### src/rtl/addr_elastic_pipe.sv
// addr_elastic_pipe: DEPTH-stage valid/ready pipeline for address bundles
// with bubble collapse, synchronous flush, global enable and occupancy count.
module addr_elastic_pipe #(
  parameter int ADDR_WIDTH = 8,
  parameter int NUM_ADDR   = 1,
  parameter int DEPTH      = 2,
  localparam int AW = NUM_ADDR * ADDR_WIDTH,
  localparam int OW = $clog2(DEPTH + 1)
) (
  input  logic          CLK,
  input  logic          AsyncResetN,
  input  logic          CE,
  input  logic          flush,
  input  logic          in_valid,
  output logic          in_ready,
  input  logic [AW-1:0] in_address,
  input  logic [NUM_ADDR-1:0] in_addressValid,
  output logic          out_valid,
  input  logic          out_ready,
  output logic [AW-1:0] out_address,
  output logic [NUM_ADDR-1:0] out_addressValid,
  output logic [OW-1:0] occupancy
);
  logic [DEPTH-1:0]                valid_q, valid_d, move, src_v;
  logic [DEPTH-1:0][AW-1:0]        addr_q, addr_d, src_a;
  logic [DEPTH-1:0][NUM_ADDR-1:0]  av_q, av_d, src_av;
  logic out_xfer;
  // Each stage's load source: the input port for stage 0, the previous stage otherwise.
  for (genvar i = 0; i < DEPTH; i++) begin : g_src
    if (i == 0) begin : g_in
      assign src_v[i]  = in_valid;
      assign src_a[i]  = in_address;
      assign src_av[i] = in_addressValid;
    end else begin : g_stage
      assign src_v[i]  = valid_q[i-1];
      assign src_a[i]  = addr_q[i-1];
      assign src_av[i] = av_q[i-1];
    end
  end
  assign out_xfer = CE & ~flush & valid_q[DEPTH-1] & out_ready;
  // A stage moves when any stage at or after it is empty, or the output pops.
  always_comb begin
    logic acc;
    acc = out_xfer;
    move = '0;
    for (int k = DEPTH - 1; k >= 0; k--) begin
      acc = acc | ~valid_q[k];
      move[k] = acc;
    end
  end
  assign in_ready = AsyncResetN & CE & ~flush & move[0];
  always_comb begin
    valid_d = valid_q;
    addr_d  = addr_q;
    av_d    = av_q;
    if (CE && flush) valid_d = '0;
    else if (CE) begin
      for (int k = 0; k < DEPTH; k++) begin
        if (move[k]) begin
          valid_d[k] = src_v[k];
          addr_d[k]  = src_v[k] ? src_a[k] : addr_q[k];
          av_d[k]    = src_v[k] ? src_av[k] : av_q[k];
        end
      end
    end
  end
  always_ff @(posedge CLK or negedge AsyncResetN) begin
    if (!AsyncResetN) begin
      valid_q <= '0;
      addr_q  <= '0;
      av_q    <= '0;
    end else begin
      valid_q <= valid_d;
      addr_q  <= addr_d;
      av_q    <= av_d;
    end
  end
  always_comb begin
    occupancy = '0;
    for (int k = 0; k < DEPTH; k++) occupancy = occupancy + OW'(valid_q[k]);
  end
  assign out_valid        = CE & valid_q[DEPTH-1];
  assign out_address      = addr_q[DEPTH-1];
  assign out_addressValid = av_q[DEPTH-1] & {NUM_ADDR{out_valid}};
endmodule

### config.mk
export PLATFORM = sky130hd
export DESIGN_NAME = addr_elastic_pipe
export DESIGN_NICKNAME = d
export VERILOG_FILES = /design/src/rtl/addr_elastic_pipe.sv
export SDC_FILE = /design/constraint.sdc
export NUM_CORES = 1
export LEC_CHECK = 0
export BUFFER_PORTS_ARGS = -buffer_cell sky130_fd_sc_hd__buf_2
export CAP_MARGIN = 10
export CORE_UTILIZATION = 44
export CTS_CLUSTER_SIZE = 16
export DETAILED_ROUTE_END_ITERATION = 7
export MAX_ROUTING_LAYER = met4
export PLACE_DENSITY = 0.73
export SLEW_MARGIN = 25
export SYNTH_ARGS = -nofsm -noshare
export SYNTH_HDL_FRONTEND = slang
export SYNTH_SLANG_ARGS = --single-unit
export TNS_END_PERCENT = 50
### constraint.sdc
create_clock -name CLK -period 1.35 [get_ports CLK]
set_input_delay 0.27 -clock CLK [delete_from_list [all_inputs] [get_ports CLK]]
set_output_delay 0.27 -clock CLK [all_outputs]
set_load 0.01 [all_outputs]
==> impl_metrics.ini, run 1 <==
[outcome]
status = complete, but fails checks
violations = negative setup slack

[clocking]
htree_levels = 1
clkLatencyLatePin_ps = 300
clock_path_buffers = 2
cts_tree = yes
ctsRootBufferMaster = clkbuf_4
cts_buffers = 3
clk_pin_slew_ps = 110
clock_sinks = 20

[grt]
grt_max_degree = 21
grtUsageTotal = 0.169
antenna_found_initial = 0
grt_pass1_vias = 542
grt_pass1_wl_um = 2490
grt-ovfl-total = 0

[routing]
top_layer = met4
drt_iter0_markers = 12
vias = 594
first_pass_iters = 3
remaining_drc_errors = 0
met2WireLength_um = 829
wl_met3_um = 95
vias_per_cell = 4.83
wl_met1_um = 791
routed_wl_um = 1730
antenna_left = 0
wl_per_cell_um = 14.1

[layout]
area_growth_pct = 32.3
diodes = 0
fin_area_um2 = 1240
final_layout_size_suffix_gt1_frac = 0.708
nets = 113
fill_cells = 146

[sta]
rsz0062_at_grt = true
tns_ps = -449
finalWorstSetupSlack_ps = -182
max_freq_ghz = 0.653
period_share = 1.13
hold_violations = 0
slew_viol_final = 0
setup_violations = 10
clock_skew_ps = 1.29
worst_pin_slew_ps = 248
max_slew_margin = 0.835
period_needed_ps = 1530
holdWs_ps = 194

[critical_path]
startpoint_type = flip-flop
cp-end-kind = output port
arrival_ps = 1260
worstPathCellList = nand3b_1 -> buf_4 -> and3_4 -> buf_6
worstSetupPathType = flip-flop to output port
crit_fanout = 2
cpPeakStageDelay_ps = 400
slowest_stage = dfrtp_1
required_ps = 1080

[die]
die_w_um = 48.2
core_um2 = 1980
start_util = 0.473
rows = 16
die-area_um2 = 2320
die_h_um = 48.2
pin_count = 28

[yosys]
yosysSeqAreaShare = 0.534
syn-cell-area_um2 = 937
ys_types = 18
ys_warn_count = 0
avgSynthCellArea_um2 = 14.6
syn_nets = 80
ys_ff_latch = 20
syn_inst = 64

[power_and_ir_drop]
p_per_area_nw_per_um2 = 1420
p_leak_uw = 0.000621
ir_worst_vdd_mv = 0.600

[place]
place_ws_ps = -190
gp_congestion = 0.726
portBuffers = 27
dpl-instance-area_um2 = 1080
hpwl_um = 1130

[hold_path]
hold_path.class = primary input to flip-flop

[flow_run]
drv_cap = 0
worst max-delay path, delay by kind of cell, from the launching register on:
kind / cells / cell delay (ps)
buffers and inverters: 2 / 270
flip-flops: 1 / 400
AND/OR/NAND/NOR: 2 / 290
cells in the mapped netlist:
master    number  share of area
nand3b_1       1         0.0080
and3_1         1         0.0067
and2_2         1         0.0080
nand2b_1       1         0.0067
inv_1          1         0.0040
and3_2         2          0.016
a21o_1         1         0.0080
nor2b_4        1          0.015
buf_4          8          0.064
a21oi_1        2          0.011
buf_6          2          0.024
dfrtp_1       20           0.53
and3_4         1          0.012
ha_1           1          0.013
mux2_4         9           0.14
nand2_1        2         0.0080
a21o_2         1         0.0093
mux2_2         9           0.11
final cells by class:
class | instances | area [um^2] | area share
clock buffers | 4 | 36.3 | 0.0293
flip-flops and latches | 20 | 500 | 0.404
inverters | 1 | 3.75 | 0.00303
multi-input cells | 34 | 410 | 0.331
well taps | 27 | 33.8 | 0.0272
repair buffers | 37 | 255 | 0.206
placed cells by master, fill, tap and decap left out:
cell type	instances
buf_2	22
dfrtp_1	20
mux2_4	13
buf_6	8
buf_4	6
and3_4	5
mux2_2	5
clkbuf_4	3
nand2_1	2
a21oi_1	2
nand3b_1	1
nor2b_4	1
and2_4	1
nand2b_4	1
inv_1	1
a21o_1	1
a21o_2	1
ha_4	1
clkbuf_8	1
dlygate4sd3_1	1
stage by stage:
stage | cells | total power, uW | util
finish | 123 | 1760 | 0.626
global route | 123 | 1890 | 0.626
CTS | 121 | 1730 | 0.601
detailed placement | 115 | 1350 | 0.543
global placement | 115 | 1320 | 0.543
floorplan | 64 | 1280 | -
registers in the layout, indices dropped and copies added (netlist names):
register / flops
addr_q: 8
out_address: 8
valid_q: 2
av_q: 2
worst paths after layout:
kind / startpoint / end / slack, ps / depth (start not counted)
max reg2reg: valid_q[1] / out_address[0] / -10 / 4
min in group asynchronous: AsyncResetN / addr_q[2] / 530 / 3
min reg2reg: out_address[6] / out_address[6] / 510 / 1
min: in_address[6] / addr_q[6] / 190 / 2
max in group asynchronous: AsyncResetN / out_address[6] / 620 / 3
max: valid_q[1] / in_ready / -180 / 4
where the power goes:
part / switching [uW] / internal (uW)
clock network: 178 / 164
logic: 205 / 350
registers: 92.4 / 773
total: 476 / 1290
layer usage:
metal	vias up	global-route usage
li1	278	-
met1	293	0.219
met2	21	0.248
met3	2	0.0333
met4	0	0.0833
met5	-	-
logic make-up (layout without fill, tap and decap cells):
group,count (synthesis),in the layout,synth area share
mux,18,18,0.252
simple gates,10,11,0.0801
fa+ha+maj,1,1,0.0133
compound gates,4,4,0.0280
buf+inv,11,42,0.0921
flops,20,20,0.534
what timing repair did:
action,4_1_cts,5_1_grt
buffers inserted,1,1
cloned,0,1
hold buffers,1,0
endpoints found under the hold margin,20,0
resized for setup,12,8
setup endpoints to repair,23,23
pin swaps,5,2
Power figures use the tool's default switching activity.
==> run 2, diff against run 1 <==
--- a/config.mk
+++ b/config.mk
@@ -12,6 +12,7 @@
 export DETAILED_ROUTE_END_ITERATION = 7
 export MAX_ROUTING_LAYER = met4
 export PLACE_DENSITY = 0.73
+export SKIP_CTS_REPAIR_TIMING = 1
 export SLEW_MARGIN = 25
 export SYNTH_ARGS = -nofsm -noshare
 export SYNTH_HDL_FRONTEND = slang
==> constraint.sdc (replaced) <==
create_clock -name CLK -period 1.4 [get_ports CLK]
set_input_delay 0.28 -clock CLK [delete_from_list [all_inputs] [get_ports CLK]]
set_output_delay 0.28 -clock CLK [all_outputs]
set_load 0.01 [all_outputs]
==> run 2 against run 1 <==
Compared with the run above: the flow still finishes with violations (negative setup slack); power decreased by 6.1%; global-route usage shrank 1.4 points; first-iteration DRC count down 17%; sequential share of layout area up 1.8 points; clock skew up 2.1 ps; worst hold slack improved by 7.3 ps; cell count decreased by 0.81%; flip-flop and latch count unchanged; clock power fell by 4%; critical endpoint is now occupancy[0]; largest cell class unchanged; largest power group unchanged.
==> impl_metrics.ini, run 2 (synthesis gave the netlist of run 1 again) <==
[sta]
hold_violations = 0
period_share = 1.09
slew_viol_final = 0
setup_violations = 5
rsz0062_at_grt = true
tns_ps = -437
finalWorstSetupSlack_ps = -125
clock_skew_ps = 3.37
holdWs_ps = 201
worst_pin_slew_ps = 244
max_freq_ghz = 0.656
max_slew_margin = 0.837
period_needed_ps = 1520

[clocking]
cts_buffers = 3
htree_levels = 1
cts_tree = yes
clkLatencyLatePin_ps = 300
ctsRootBufferMaster = clkbuf_4
clock_path_buffers = 2
clock_sinks = 20
clk_pin_slew_ps = 110

[layout]
final_cell_mix = buf_2, dfrtp_1, mux2_4
fin_cells = 122
fill_cells = 153
nets = 112
layout_commonest_cell = buf_2
post-route-util = 0.599
diodes = 0
area_growth_pct = 26.7
final_layout_size_suffix_gt1_frac = 0.705

[critical_path]
startpoint_type = flip-flop
worstPathCellList = buf_4 -> ha_4 -> buf_2
crit_fanout = 5
path_buf_inv = 2
r2r-end = out_address[7]
required_ps = 1120
timing.rr.start = valid_q[1]
arrival_ps = 1240
r2r_slack_ps = 20
slowest_stage = dfrtp_1
cpPeakStageDelay_ps = 410
cpLargestDelayFamily = flip-flops
worstSetupPathType = flip-flop to output port
r2r_cells = 4
cp-end-kind = output port

[die]
die-area_um2 = 2320
start_util = 0.473
rows = 16
die_w_um = 48.2
pin_count = 28
core_um2 = 1980
die_h_um = 48.2

[outcome]
status = complete, but fails checks
violations = negative setup slack

[power_and_ir_drop]
power_uw = 1650
p_per_area_nw_per_um2 = 1390
p_leak_uw = 0.000609
ir_worst_vdd_mv = 0.566

[hold_path]
min_from = in_address[6]
hold_end = addr_q[6]
hold_path.class = primary input to flip-flop
hold_depth = 2

[routing]
drt_iter0_markers = 10
remaining_drc_errors = 0
vias_per_cell = 4.76
first_pass_iters = 4
antenna_left = 0
routed_wl_um = 1690
vias = 581
wl_per_cell_um = 13.9

[grt]
grt_pass1_wl_um = 2270
grtUsageTotal = 0.154
grt-ovfl-total = 0
grt_max_degree = 21
grt_pass1_vias = 506
antenna_found_initial = 0

[place]
dp.cells = 115
hpwl_um = 1130
gp_congestion = 0.726
portBuffers = 27

[flow_run]
drv_cap = 0
-- run 2: power breakdown --
| part | switching (uW) | total [uW] | internal [uW] |
|---|---|---|---|
| clock | 172 | 330 | 159 |
| sequential | 85.4 | 830 | 745 |
| combinational | 190 | 494 | 304 |
-- run 2: area by class of cell --
type                    count  area (um^2)  area share
flip-flops and latches     20          500       0.421
inverters                   1         3.75     0.00316
well taps                  27         33.8      0.0285
multi-input cells          34          398       0.335
repair buffers             36          215       0.181
clock buffers               4         36.3      0.0306
-- run 2: metal layers --
layer / GRT usage / vias to the layer above / part of all wire
met5: - / - / 0
met1: 0.192 / 285 / 0.45
met3: 0.0333 / 0 / 0.053
met2: 0.232 / 21 / 0.50
li1: - / 275 / -
met4: 0.0833 / 0 / 0
-- run 2: worst max-delay path by stage --
stage,from,end,cells after the start
2_1_floorplan,valid_q[1],addr_q[0],4
3_3_place_gp,flush,av_q[0],4
3_5_place_dp,flush,addr_q[3],4
4_1_cts,valid_q[0],occupancy[0],3
5_1_grt,valid_q[0],in_ready,4
6_report,valid_q[1],occupancy[0],3
-- run 2: metrics by stage --
stage	worst slack (ps)	cell area, um^2
after floorplan	156	937
after global placement	-110	1080
after detailed placement	-150	1080
after CTS	-141	1110
after global routing	-183	1190
final	-125	1190
==> run 3, diff against run 2 <==
--- a/config.mk
+++ b/config.mk
@@ -7,11 +7,12 @@
 export LEC_CHECK = 0
 export BUFFER_PORTS_ARGS = -buffer_cell sky130_fd_sc_hd__buf_2
 export CAP_MARGIN = 10
-export CORE_UTILIZATION = 44
+export CORE_UTILIZATION = 47
+export CTS_BUF_LIST = sky130_fd_sc_hd__clkbuf_2 sky130_fd_sc_hd__clkbuf_4 sky130_fd_sc_hd__clkbuf_8
 export CTS_CLUSTER_SIZE = 16
 export DETAILED_ROUTE_END_ITERATION = 7
 export MAX_ROUTING_LAYER = met4
-export PLACE_DENSITY = 0.73
+export PLACE_DENSITY = 0.77
 export SKIP_CTS_REPAIR_TIMING = 1
 export SLEW_MARGIN = 25
 export SYNTH_ARGS = -nofsm -noshare
==> run 3 against run 2 <==
Compared with the run above: the flow still finishes with violations (negative setup slack); count of clock-buffer cells in the layout did not move; routed wire length down 4.5%; clock power about the same; sequential power about the same; first-iteration DRC count is 40% lower; cell count fell by 1.6%; cell area is 1.1% higher; critical path depth up 1; power fell by 0.18%; clock skew up 2.1 ps; sequential share of layout area decreased by 0.44 points; largest power group unchanged; highest routed layer is now met4.
==> impl_metrics.ini, run 3 (synthesis gave the netlist of run 1 again) <==
[critical_path]
cp-end-kind = output port
slowest_stage = dfrtp_1
arrival_ps = 1220
cpPeakStageDelay_ps = 390
worstSetupPathType = flip-flop to output port
timing.rr.start = valid_q[1]
r2r-end = addr_q[1]
crit_fanout = 2
r2r_cells = 4
required_ps = 1120
startpoint_type = flip-flop
worstPathCellList = nand3b_1 -> buf_4 -> and3_4 -> buf_6
r2r_slack_ps = 30

[sta]
holdWs_ps = 206
max_slew_margin = 0.830
period_share = 1.07
rsz0062_at_grt = true
slew_viol_final = 0
finalWorstSetupSlack_ps = -96.9
setup_violations = 2
max_freq_ghz = 0.668
period_needed_ps = 1500
hold_violations = 0
worst_pin_slew_ps = 254
clock_skew_ps = 5.42

[routing]
first_pass_iters = 4
antenna_left = 0
routed_wl_um = 1620
vias_per_cell = 4.78
vias = 573
remaining_drc_errors = 0
drt_iter0_markers = 6
wl_per_cell_um = 13.5

[place]
gp_congestion = 0.720
place_ws_ps = -149
hpwl_um = 1200
dp.cells = 113
portBuffers = 27

[power_and_ir_drop]
p_per_area_nw_per_um2 = 1380
power_frac_clock = 0.201
p_leak_uw = 0.000599
combPwrFrac = 0.298
seqPwrFrac = 0.501
p_sw_uw = 444
switching_share = 0.269
ir_worst_vdd_mv = 0.766
power.internal_uw = 1210

[hold_path]
hold_path.class = primary input to flip-flop
min_from = in_address[2]
hold_end = addr_q[2]
hold_depth = 2

[outcome]
status = complete, but fails checks
violations = negative setup slack

[clocking]
ctsRootBufferMaster = clkbuf_4
clk_pin_slew_ps = 110
cts_tree = yes
htree_levels = 1
clock_path_buffers = 2
cts_buffers = 3
clock_sinks = 20
clkLatencyLatePin_ps = 290

[grt]
grt_pass1_wl_um = 2480
antenna_found_initial = 0
grt-ovfl-total = 0
grt_pass1_vias = 557
grtUsageTotal = 0.170
grt_max_degree = 21

[flow_run]
drv_cap = 0

[die]
die_h_um = 46.7
rows = 15
core_um2 = 1800
pin_count = 28
start_util = 0.520
die-area_um2 = 2180
die_w_um = 46.7

[layout]
diodes = 0
final_layout_size_suffix_gt1_frac = 0.695
final_cell_mix = buf_2, dfrtp_1, mux2_2, mux2_4
area_growth_pct = 28.0
fin_cells = 120
layout_commonest_cell = buf_2
nets = 112
fill_cells = 139
run 3: worst max-delay path: cells and delay by family, from the launching register on:
kind,cells,cell delay [ps]
flops,1,390
simple gates,2,270
buf+inv,2,260
run 3: routing by layer:
layer / GRT usage / wire length [um] / up-vias
li1: - / - / 274
met1: 0.227 / 746 / 278
met2: 0.258 / 787 / 19
met3: 0.0235 / 67 / 2
met4: 0.0686 / 14 / 0
met5: - / 0 / -
run 3: metrics by stage:
stage,instance area [um^2],TNS (ps),power [uW],utilization
3_3_place_gp,1070,-839,1280,0.596
6_report,1200,-171,1650,0.666
2_1_floorplan,937,0,1240,-
5_1_grt,1200,-376,1760,0.666
3_5_place_dp,1070,-1250,1300,0.596
4_1_cts,1110,-1390,1620,0.616
run 3: worst max path at each step:
stage                     startpoint           end  slack (ps)
after floorplan           valid_q[1]     addr_q[0]         160
after global placement         flush     addr_q[1]         -90
after detailed placement          CE     addr_q[1]        -150
after CTS                 valid_q[0]  occupancy[0]        -160
after global routing      valid_q[0]      in_ready        -160
final                     valid_q[1]      in_ready        -100
run 3: cell type report:
cell class / count / area, um^2 / area share
Tap cell: 25 / 31.3 / 0.0261
Sequential cell: 20 / 500 / 0.417
Timing Repair Buffer: 37 / 251 / 0.210
Multi-Input combinational cell: 33 / 377 / 0.314
Clock buffer: 4 / 36.3 / 0.0302
Inverter: 1 / 3.75 / 0.00313
run 3: power by group through the flow:
stage               Combinational [uW]  Clock [uW]  Sequential [uW]
finish                             491         332              828
global route                       540         370              854
CTS                                457         338              828
detailed placement                 458           0              839
global placement                   445           0              830
floorplan                          419           0              819
